**src/rtl/pu_requant_pkg.sv**
```systemverilog
// pu_requant_pkg: shared states and parameter-word layout for the requant sequencer
package pu_requant_pkg;
  typedef enum logic [2:0] {S_IDLE, S_FETCH, S_WAIT, S_RUN, S_DONE} state_t;
  localparam int OC_PER_GRP = 4;
  localparam int OC0 = 0;
  localparam int OC1 = 1;
  localparam int OC2 = 2;
  localparam int OC3 = 3;
  function automatic int parm_lsb(input int oc, input int wd);
    return oc * wd;
  endfunction
endpackage

```
**src/rtl/pu_requant_ctrl.sv**
```systemverilog
// pu_requant_ctrl: walks oc groups, fetches their requant params and gates upstream rows into the requant pipe
module pu_requant_ctrl
  import pu_requant_pkg::*;
#(
  parameter int REQUANT_PARM_WD = 8,
  parameter int GRP_CNT_WD      = 8,
  parameter int ROW_CNT_WD      = 8,
  parameter int PARM_ADDR_WD    = 10
) (
  input  logic                                  clk,
  input  logic                                  rst,
  input  logic                                  cfg_start_i,
  input  logic                                  cfg_abort_i,
  input  logic [GRP_CNT_WD-1:0]                 cfg_grp_num_i,
  input  logic [ROW_CNT_WD-1:0]                 cfg_row_num_i,
  input  logic [PARM_ADDR_WD-1:0]               cfg_parm_base_i,
  output logic                                  busy_o,
  output logic                                  done_o,
  output logic                                  parm_rd_en_o,
  output logic [PARM_ADDR_WD-1:0]               parm_rd_addr_o,
  input  logic [OC_PER_GRP*REQUANT_PARM_WD-1:0] parm_rd_data_i,
  input  logic                                  up_vld_i,
  output logic                                  up_rdy_o,
  output logic                                  p4_vld_o,
  input  logic                                  p4_rdy_i,
  output logic [REQUANT_PARM_WD-1:0]            parm_oc0_o,
  output logic [REQUANT_PARM_WD-1:0]            parm_oc1_o,
  output logic [REQUANT_PARM_WD-1:0]            parm_oc2_o,
  output logic [REQUANT_PARM_WD-1:0]            parm_oc3_o,
  output logic [GRP_CNT_WD-1:0]                 grp_idx_o,
  output logic [ROW_CNT_WD-1:0]                 row_idx_o
);
  state_t                                state;
  logic [GRP_CNT_WD-1:0]                 grp_num_q;
  logic [ROW_CNT_WD-1:0]                 row_num_q;
  logic [PARM_ADDR_WD-1:0]               base_q;
  logic [OC_PER_GRP*REQUANT_PARM_WD-1:0] parm_q;
  logic                                  run;
  logic                                  hs;
  logic                                  last_row;
  logic                                  last_grp;
  always_comb begin
    run      = state == S_RUN;
    hs       = run & up_vld_i & p4_rdy_i;
    last_row = row_idx_o == row_num_q - ROW_CNT_WD'(1);
    last_grp = grp_idx_o == grp_num_q - GRP_CNT_WD'(1);
  end
  assign p4_vld_o       = run & up_vld_i;
  assign up_rdy_o       = run & p4_rdy_i;
  assign parm_rd_addr_o = base_q + PARM_ADDR_WD'(grp_idx_o);
  assign parm_oc0_o     = parm_q[parm_lsb(OC0, REQUANT_PARM_WD) +: REQUANT_PARM_WD];
  assign parm_oc1_o     = parm_q[parm_lsb(OC1, REQUANT_PARM_WD) +: REQUANT_PARM_WD];
  assign parm_oc2_o     = parm_q[parm_lsb(OC2, REQUANT_PARM_WD) +: REQUANT_PARM_WD];
  assign parm_oc3_o     = parm_q[parm_lsb(OC3, REQUANT_PARM_WD) +: REQUANT_PARM_WD];
  always_ff @(posedge clk) begin
    if (rst) begin
      state        <= S_IDLE;
      busy_o       <= 1'b0;
      done_o       <= 1'b0;
      parm_rd_en_o <= 1'b0;
      grp_num_q    <= '0;
      row_num_q    <= '0;
      base_q       <= '0;
      parm_q       <= '0;
      grp_idx_o    <= '0;
      row_idx_o    <= '0;
    end else if (cfg_abort_i && state != S_IDLE) begin
      state        <= S_IDLE;
      busy_o       <= 1'b0;
      done_o       <= 1'b0;
      parm_rd_en_o <= 1'b0;
      grp_idx_o    <= '0;
      row_idx_o    <= '0;
    end else begin
      case (state)
        S_IDLE: if (cfg_start_i) begin
          grp_num_q <= cfg_grp_num_i;
          row_num_q <= cfg_row_num_i;
          base_q    <= cfg_parm_base_i;
          grp_idx_o <= '0;
          row_idx_o <= '0;
          busy_o    <= 1'b1;
          if (cfg_grp_num_i == '0 || cfg_row_num_i == '0) begin
            state  <= S_DONE;
            done_o <= 1'b1;
          end else begin
            state        <= S_FETCH;
            parm_rd_en_o <= 1'b1;
          end
        end
        S_FETCH: begin
          parm_rd_en_o <= 1'b0;
          state        <= S_WAIT;
        end
        S_WAIT: begin
          parm_q <= parm_rd_data_i;
          state  <= S_RUN;
        end
        S_RUN: if (hs) begin
          row_idx_o <= last_row ? '0 : row_idx_o + ROW_CNT_WD'(1);
          if (last_row && last_grp) begin
            state  <= S_DONE;
            done_o <= 1'b1;
          end else if (last_row) begin
            grp_idx_o    <= grp_idx_o + GRP_CNT_WD'(1);
            state        <= S_FETCH;
            parm_rd_en_o <= 1'b1;
          end
        end
        S_DONE: begin
          done_o <= 1'b0;
          busy_o <= 1'b0;
          state  <= S_IDLE;
        end
        default: state <= S_IDLE;
      endcase
    end
  end
endmodule

```
**config.mk**
```make
export PLATFORM = sky130hd
export DESIGN_NAME = pu_requant_ctrl
export DESIGN_NICKNAME = d
export VERILOG_FILES = /design/src/rtl/pu_requant_pkg.sv /design/src/rtl/pu_requant_ctrl.sv
export SDC_FILE = /design/constraint.sdc
export NUM_CORES = 1
export LEC_CHECK = 0
export BUFFER_PORTS_ARGS = -buffer_cell sky130_fd_sc_hd__buf_4
export CAP_MARGIN = 0
export CELL_PAD_IN_SITES_DETAIL_PLACEMENT = 0
export CELL_PAD_IN_SITES_GLOBAL_PLACEMENT = 1
export CORE_ASPECT_RATIO = 0.9
export CORE_MARGIN = 2
export CORE_UTILIZATION = 37
export DETAILED_ROUTE_END_ITERATION = 16
export MAX_ROUTING_LAYER = met4
export PLACE_DENSITY_LB_ADDON = 0.1
export SETUP_SLACK_MARGIN = 0.15
export SLEW_MARGIN = 10
export SYNTH_ARGS = -nofsm -noshare
export SYNTH_HDL_FRONTEND = slang
export SYNTH_SLANG_ARGS = --single-unit
```
**constraint.sdc**
```tcl
create_clock -name clk -period 3.6 [get_ports clk]
set_input_delay 0.36 -clock clk [delete_from_list [all_inputs] [get_ports clk]]
set_output_delay 0.36 -clock clk [all_outputs]
set_load 0.05 [all_outputs]
```
=== After elaboration in Yosys (flattened, before gate mapping) ===
Index checks and enable logic that the tools add are counted.

* Equality and inequality tests: 14
* Bitwise gates (word level): 4
* $add $sub $neg: 5
* Reduce and logical (&&, ||, !) cells: 20
* Multiplexer cells: 27

{| class="wikitable"
|+ Operator list
! operator !! count
|-
| 2-to-1 mux 8 bit || 6
|-
| case mux 8 bit (2 select lines) || 2
|-
| adder 8 x 1 -> 8 bit (second input constant) || 2
|-
| == test 8 bit || 2
|-
| logical NOT 8 bit || 2
|-
| subtractor 8 x 1 -> 8 bit (second input constant) || 2
|-
| 2-to-1 mux 3 bit || 5
|-
| case mux 3 bit (4 select lines) || 1
|-
| adder 10 x 8 -> 10 bit || 1
|-
| 2-to-1 mux 1 bit || 10
|-
| AND reduction 5 bit || 2
|-
| AND reduction 3 bit || 3
|-
| nonzero test 3 bit || 3
|-
| inequality test 2 bit (second input constant) || 4
|-
| == test 3 x 2 -> 1 bit (second input constant) || 2
|-
| inequality test 2 x 1 -> 1 bit (second input constant) || 3
|-
| case mux 1 bit (3 select lines) || 2
|-
| AND reduction 6 bit || 1
|-
| AND reduction 2 bit || 2
|-
| nonzero test 2 bit || 2
|-
| bitwise AND 1 bit || 3
|-
| == test 3 x 1 -> 1 bit (second input constant) || 1
|-
| == test 3 bit (second input constant) || 1
|-
| logical NOT 3 bit || 1
|-
| 6 further kinds || 7
|}

* Logic and storage cells: 80
* Flip-flop bits (word level): 80
* Output and inout bits: 63
* Input bits: 64

=== Depth between registers and ports, before layout ===
Gate-level depths: netlist of the first run.

* Word-level depth: 6
* Mapped depth: 11

=== Worst setup path after synthesis of the first run ===
Ideal clock, no wire load.

* Path kind: register to output
* Start point: register grp_idx_o[0]
* End point: output parm_rd_addr_o[8]
* Required time: 3.240 ns
* Path buffers: 0
* Arrival: 2.839 ns
* Slack: 0.401 ns
* Cell stages (with the launch flop): 11
* Cells stage by stage: dfxtp_1 -> ha_1 -> inv_1 -> fa_1 -> inv_1 -> a21o_1 -> a21oi_1 -> o21bai_1 -> a21oi_1 -> o21ai_0 -> xor2_1

* Word-level cells in the longest chain between the ends: 1

{| class="wikitable"
|+ RTL lines
! item !! RTL line !! text
|-
| start: declaration || pu_requant_ctrl.sv:30 || <nowiki>output logic [GRP_CNT_WD-1:0] grp_idx_o,</nowiki>
|-
| start signal: assignment || pu_requant_ctrl.sv:105 || <nowiki>grp_idx_o <= grp_idx_o + GRP_CNT_WD'(1);</nowiki>
|-
| adder 10 x 8 -> 10 bit || pu_requant_ctrl.sv:50 || <nowiki>assign parm_rd_addr_o = base_q + PARM_ADDR_WD'(grp_idx_o);</nowiki>
|-
| end: declaration || pu_requant_ctrl.sv:20 || <nowiki>output logic [PARM_ADDR_WD-1:0] parm_rd_addr_o,</nowiki>
|}

No other way between the ends.

=== Worst setup path in the final report of the first run ===
* Start point: register row_num_q[0]
* End point: register grp_idx_o[7]

* Word-level cells in the longest chain between the ends: 5

{| class="wikitable"
|+ RTL lines
! item !! RTL line !! text
|-
| start: declaration || pu_requant_ctrl.sv:35 || <nowiki>logic [ROW_CNT_WD-1:0] row_num_q;</nowiki>
|-
| start signal: assignment || pu_requant_ctrl.sv:78 || <nowiki>row_num_q <= cfg_row_num_i;</nowiki>
|-
| subtractor 8 x 1 -> 8 bit (*) || pu_requant_ctrl.sv:45 || <nowiki>last_row = row_idx_o == row_num_q - ROW_CNT_WD'(1);</nowiki>
|-
| == test 8 bit (*) || pu_requant_ctrl.sv:45 ||
|-
| logical AND 1 bit || pu_requant_ctrl.sv:101 || <nowiki>if (last_row && last_grp) begin</nowiki>
|-
| inequality test 2 bit (no source line) || - ||
|-
| AND reduction 5 bit (no source line) (*) || - ||
|}

Every way passes the cells marked *; elsewhere a longest branch is shown, timed or not.
A chain may end at the register's enable or synchronous reset.

==> impl_metrics.env, run 1 <==
export IMPL_power_density_nw_per_um2=429
export IMPL_final_max_slew_violation_count=0
export IMPL_worstReg2RegEnd="grp_idx_o[7]$_SDFFE_PP0P_"
export IMPL_core_um2=10800
export IMPL_max_freq_ghz=0.323
export IMPL_start_util=0.380
export IMPL_stdcell_area_um2=5430
export IMPL_critPathLaunchType="flop"
export IMPL_status="completed"
export IMPL_cts_clk_slew_worst_paths_ps=70
export IMPL_ant_nets=0
export IMPL_grt_pass1_vias=3728
export IMPL_cp_end_kind="flop"
export IMPL_p_int_w=0.00161
export IMPL_tns_ps=0
export IMPL_cp_top_family="simple AND/OR/NAND/NOR gates"
export IMPL_holdWs_ps=255
export IMPL_power_frac_clock=0.373
export IMPL_setup_slack_ps=502
export IMPL_viasPerCell=5.01
export IMPL_grt_overflow_total=0
export IMPL_fp_dieW_um=115
export IMPL_p_sw_w=0.000719
export IMPL_grt_max_degree=62
export IMPL_drt_initial_drc_count=224
export IMPL_synthesis_nets=599
export IMPL_first_pass_iters=4
export IMPL_worst_path_max_delay_cell="nor4bb_1"
export IMPL_p_seq_frac=0.418
export IMPL_groute_usage_overall=0.196
export IMPL_rsz0062_at_grt="no"
export IMPL_critical_path_max_fanout=8
export IMPL_slew_headroom=0.186
export IMPL_gr_usage_met1=0.255
export IMPL_layout_nets=713
export IMPL_hp_class="input pin to flop"
export IMPL_cap_violations=0
export IMPL_remaining_drc_errors=0
export IMPL_busiest_layer="met2"
export IMPL_numCtsBuffers=9
export IMPL_grt_pass1_wl_um=18400
export IMPL_post_cts_resized=0
export IMPL_synthCells=522
export IMPL_yosysSeqAreaShare=0.389
export IMPL_final_common_cell="nand2_1"
export IMPL_synthDistinctLibCells=56
export IMPL_synth_top_cell_area_share=0.389
export IMPL_wl_per_cell_um=14.2
export IMPL_syn_avg_cell_area_um2=7.88
export IMPL_worst_pin_slew_ps=1200
export IMPL_crit_required_ps=3830
export IMPL_n_fill_cell=1067
export IMPL_power_frac_comb=0.209
export IMPL_period_share=0.860
export IMPL_dp_hpwl_um=7980
export IMPL_area_growth_pct=31.9
export IMPL_p_sw_frac=0.309
export IMPL_cp_slowest_stage_delay_ps=1020
export IMPL_synthArstFlopShare=0
export IMPL_fin_skew_ps=7.87
export IMPL_dp_cells=758
export IMPL_cp_endpoint="grp_idx_o[7]$_SDFFE_PP0P_"
export IMPL_finalHoldViolations=0
export IMPL_synth_area_um2=4110
export IMPL_hold_buffers=0
export IMPL_cts_tree="done"
export IMPL_gr_usage_met3=0.0559
export IMPL_yosys_area_top_type="dfxtp_1"
export IMPL_clockBufferDepth=2
export IMPL_globalplace_congestion=0.797
export IMPL_via_count=3880
export IMPL_clk_latency_ps=340
export IMPL_synth_edf_count=0
export IMPL_synth_top_flop_cell="dfxtp_1"
export IMPL_fp_row_count=36
export IMPL_cts_setup_buffers=0
export IMPL_crit_cells=9
export IMPL_worst_r2r_setup_slack_ps=500
export IMPL_antenna_cells=0
export IMPL_path_cells="inv_1, ha_1, nor2b_1, or3_4, a31oi_4, nand4_1, nor4bb_1, o2111ai_2, mux2i_1"
export IMPL_dpl_cell_area_um2=5140
export IMPL_drt_wl_total_um=11000
export IMPL_antenna_found_initial=0
export IMPL_drive_gt1_frac=0.253
export IMPL_p_leak_nw=2.28
export IMPL_ios=127
export IMPL_pre_cts_ws_ps=529
export IMPL_vdd_drop_max_uv=242
export IMPL_arrival_ps=3320
export IMPL_setup_viol=0
export IMPL_reg2regPathDepth=9
export IMPL_mostFrequentLayoutCells="nand2_1, buf_4, dfxtp_1, a21oi_1, nor2_1"
export IMPL_cts_sinks=80
export IMPL_clockRootBuffer="clkbuf_16"
export IMPL_ys_ff_latch=80
export IMPL_fin_crit_ps=3100
export IMPL_synthTopCellsByArea="dfxtp_1, nand2_1, a21oi_1"
export IMPL_worstReg2RegStart="row_num_q[0]$_SDFFE_PP0P_"
export IMPL_design_die_area_um2=12000
export IMPL_port_buffers=126
export IMPL_fin_cells=774
export IMPL_yosysWarnings=0
export IMPL_crit_type="flop to flop"
export IMPL_die_h_um=104
export IMPL_cp_num_buf_inv=1
export IMPL_htreeDepth=3
export IMPL_use_met2=0.297
export IMPL_startpoint="row_num_q[0]$_SDFFE_PP0P_"
==> worst min path at each step <==
stage                       startpoint  depth (start not counted)                      end  slack, ps
4_1_cts             parm_rd_data_i[11]                          3  parm_q[11]$_SDFFE_PP0P_        240
5_1_grt             parm_rd_data_i[18]                          3  parm_q[18]$_SDFFE_PP0P_        250
3_5_place_dp    parm_q[0]$_SDFFE_PP0P_                          2   parm_q[0]$_SDFFE_PP0P_        450
2_1_floorplan   base_q[0]$_SDFFE_PP0P_                          2   base_q[0]$_SDFFE_PP0P_        440
3_3_place_gp   parm_q[18]$_SDFFE_PP0P_                          2  parm_q[18]$_SDFFE_PP0P_        440
6_report            parm_rd_data_i[12]                          3  parm_q[12]$_SDFFE_PP0P_        260
==> state kept, by name (all words and copies together) (netlist names), 3 cells and up <==
name and count:
parm_q 32, base_q 10, grp_idx_o 8, grp_num_q 8, row_idx_o 8, row_num_q 8, state 3
==> through the flow <==
stage	util	power (W)
4_1_cts	0.502	0.00236
3_5_place_dp	0.476	0.00148
5_1_grt	0.502	0.00244
3_3_place_gp	0.476	0.00147
6_report	0.502	0.00233
2_1_floorplan	-	0.00132
==> layer usage <==
metal | vias to the layer above | share of wire
met5 | - | 0
met4 | 0 | 0.013
met3 | 13 | 0.057
met2 | 96 | 0.46
met1 | 1752 | 0.47
li1 | 2019 | -
==> area by class of cell <==
class                      instances  area [um^2]  share of cell area
multi-input combinational        404         2360               0.435
sequential                        80         1600               0.295
timing repair buffer             129          968               0.178
clock buffer                      10          239              0.0440
tap                              133          166              0.0307
inverter                          12         45.0             0.00830
clock inverter                     6         43.8             0.00807
==> worst reg2reg max path: stages, from the launching register on <==
cell and delay, ps:
dfxtp_1 420, inv_1 70, ha_1 290, nor2b_1 170
or3_4 380, a31oi_4 200, nand4_1 110, nor4bb_1 1020
o2111ai_2 170, mux2i_1 150
==> cells by family (layout without fill, tap and decap cells) <==
family                   Yosys count  after routing  share of synthesized area
AND/OR/NAND/NOR                  239            239                      0.273
AO/OA/AOI/OAI                    115            115                      0.178
XOR/XNOR                          32             32                     0.0681
adder cells (fa/ha/maj)           13             13                     0.0414
multiplexers                       5              5                     0.0122
flip-flops                        80             80                      0.389
buffers and inverters             38            157                     0.0374
==> power groups by stage <==
stage                     Clock [W]  Sequential (W)  Combinational (W)
final                      0.000866        0.000972           0.000487
after global routing       0.000931        0.000979           0.000534
after CTS                  0.000899        0.000973           0.000489
after detailed placement          0        0.000992           0.000487
after global placement            0        0.000991           0.000479
after floorplan                   0         0.00103           0.000294
==> synth_stat cells (3+ instances only) <==
library cell,instances
or3_1,8
a21oi_1,75
nand2_1,138
nor3_1,9
clkbuf_1,24
xnor2_1,18
nor2_1,25
xor2_1,14
o31ai_1,3
ha_1,12
nand3_1,8
nand2b_1,3
inv_1,12
mux2i_1,5
nor2b_1,8
o21ai_0,8
and2_1,5
o21bai_1,3
a31oi_1,3
dfxtp_1,80
nor4_1,5
a21o_1,4
and3_1,4
nand4_1,8
Power figures use the tool's default switching activity.
==> run 2, diff against run 1 <==
--- a/config.mk
+++ b/config.mk
@@ -18,3 +18,2 @@
 export SETUP_SLACK_MARGIN = 0.15
-export SLEW_MARGIN = 10
 export SYNTH_ARGS = -nofsm -noshare
==> constraint.sdc (replaced) <==
create_clock -name clk -period 3.51 [get_ports clk]
set_input_delay 0.5265 -clock clk [delete_from_list [all_inputs] [get_ports clk]]
set_output_delay 0.5265 -clock clk [all_outputs]
set_load 0.05 [all_outputs]
==> run 2 against run 1 <==
  * Global-route usage shrank 0.42 points
  * Clock skew decreased by 4.6 ps
  * Critical path depth fell by 1
  * Hold slack improved by 170 ps
  * Clock power is 8.8% higher
  * Wire length grew 0.74%
  * Via count rose by 1.7%
  * Sequential share of layout area down 0.23 points
  * Sequential power up 2.4%
  * Count of clock-buffer cells in the layout grew 1
  * Core utilization is 0.43 points higher
  * Die area did not move
==> impl_metrics.env, run 2 (same netlist as run 1, synthesis figures left out) <==
export IMPL_status="completed"
export IMPL_globalplace_congestion=0.879
export IMPL_cp_end_kind="output port"
export IMPL_p_leak_nw=2.30
export IMPL_p_sw_w=0.000723
export IMPL_grt_overflow_total=0
export IMPL_start_util=0.380
export IMPL_largestRegisters="parm_q x32, base_q x10"
export IMPL_n_fill_cell=1101
export IMPL_antenna_cells=0
export IMPL_cts_clk_slew_worst_paths_ps=60
export IMPL_reg2regPathDepth=9
export IMPL_fp_dieW_um=115
export IMPL_antenna_found_initial=0
export IMPL_grt_max_degree=62
export IMPL_ios=127
export IMPL_first_pass_iters=4
export IMPL_design_die_area_um2=12000
export IMPL_groute_usage_overall=0.192
export IMPL_worst_pin_slew_ps=1090
export IMPL_critPathLaunchType="flop"
export IMPL_htreeDepth=3
export IMPL_area_growth_pct=33.1
export IMPL_vdd_drop_max_uv=355
export IMPL_core_um2=10800
export IMPL_drive_gt1_frac=0.258
export IMPL_power_frac_comb=0.206
export IMPL_numCtsBuffers=9
export IMPL_setup_slack_ps=477
export IMPL_p_sw_frac=0.296
export IMPL_final_common_cell="nand2_1"
export IMPL_crit_type="flop to output port"
export IMPL_whs_path_depth=3
export IMPL_critical_path_max_fanout=10
export IMPL_dp_hpwl_um=8100
export IMPL_power_frac_clock=0.386
export IMPL_clockRootBuffer="clkbuf_16"
export IMPL_hold_buffers=0
export IMPL_cts_tree="done"
export IMPL_largest_register_ffs=32
export IMPL_drt_wl_total_um=11100
export IMPL_top_register="parm_q"
export IMPL_grt_pass1_vias=3673
export IMPL_pre_cts_ws_ps=425
export IMPL_fin_skew_ps=3.26
export IMPL_p_int_w=0.00172
export IMPL_drt_initial_drc_count=265
export IMPL_slew_headroom=0.271
export IMPL_layout_nets=715
export IMPL_cap_violations=0
export IMPL_die_h_um=104
export IMPL_clk_latency_ps=340
export IMPL_via_count=3945
export IMPL_grt_pass1_wl_um=17900
export IMPL_fp_row_count=36
export IMPL_crit_required_ps=2980
export IMPL_hp_class="input pin to flop"
export IMPL_fin_crit_ps=3030
export IMPL_port_buffers=126
export IMPL_cts_sinks=80
export IMPL_remaining_drc_errors=0
export IMPL_period_share=0.864
export IMPL_max_freq_ghz=0.330
export IMPL_final_max_slew_violation_count=0
export IMPL_viasPerCell=5.08
export IMPL_setup_viol=0
export IMPL_arrival_ps=2510
export IMPL_mostFrequentLayoutCells="nand2_1, buf_4, dfxtp_1, a21oi_1, nor2_1"
export IMPL_wl_per_cell_um=14.3
export IMPL_tns_ps=0
export IMPL_p_seq_frac=0.408
export IMPL_ant_nets=0
export IMPL_power_density_nw_per_um2=446
export IMPL_finalHoldViolations=0
export IMPL_rsz0062_at_grt="no"
export IMPL_clockBufferDepth=2
## run 2: final timing paths
path                                                 from                         to  slack (ps)
worst max register to register  row_num_q[0]$_SDFFE_PP0P_  grp_idx_o[7]$_SDFFE_PP0P_         700
worst max-delay path            grp_idx_o[2]$_SDFFE_PP0P_          parm_rd_addr_o[8]         480
worst min-delay path                   parm_rd_data_i[31]    parm_q[31]$_SDFFE_PP0P_         420
worst min register to register    parm_q[29]$_SDFFE_PP0P_    parm_q[29]$_SDFFE_PP0P_         450
## run 2: layer usage
| metal | track usage | vias up | wire length [um] |
|---|---|---|---|
| met5 | - | - | 0 |
| met4 | 0.0448 | 0 | 150 |
| met3 | 0.0635 | 14 | 647 |
| met2 | 0.291 | 100 | 5150 |
| met1 | 0.248 | 1807 | 5140 |
| li1 | - | 2024 | - |
## run 2: power by group through the flow
stage | logic, W | registers (W) | clock network, W
2_1_floorplan | 0.000302 | 0.00105 | 0
3_3_place_gp | 0.000497 | 0.00101 | 0
3_5_place_dp | 0.000506 | 0.00102 | 0
4_1_cts | 0.000507 | 0.000995 | 0.000975
5_1_grt | 0.000551 | 0.00100 | 0.00101
6_report | 0.000504 | 0.000995 | 0.000942
## run 2: layout make-up
type / count / area (um^2) / share of cell area
clock inverters: 5 / 56.3 / 0.0103
well taps: 133 / 166 / 0.0304
multi-input cells: 404 / 2380 / 0.434
clock buffers: 11 / 243 / 0.0444
flip-flops and latches: 80 / 1600 / 0.293
inverters: 12 / 45.0 / 0.00823
repair buffers: 131 / 983 / 0.180
## run 2: repair_timing
item                       4_1_cts  5_1_grt
setup endpoints to repair        0        3
setup buffers                    0        0
resized for setup                0        2
## run 2: critical path, cell delays in order, from the launching register on
cell      delay (ps)
dfxtp_1          570
ha_1             340
a21o_1           190
a21oi_1          220
o21bai_1          90
a21oi_1          210
o21ai_0          170
xor2_2           170
buf_4            200
## run 2: stage by stage
stage          power (W)   util  cell area, um^2  cells  hold slack, ps
6_report         0.00244  0.506             5470    776             425
5_1_grt          0.00257  0.506             5470    776             414
4_1_cts          0.00248  0.506             5470    776             414
3_5_place_dp     0.00152  0.478             5170    760             449
3_3_place_gp     0.00151  0.478             5170    760             442
2_1_floorplan    0.00136      -             4120    522             440
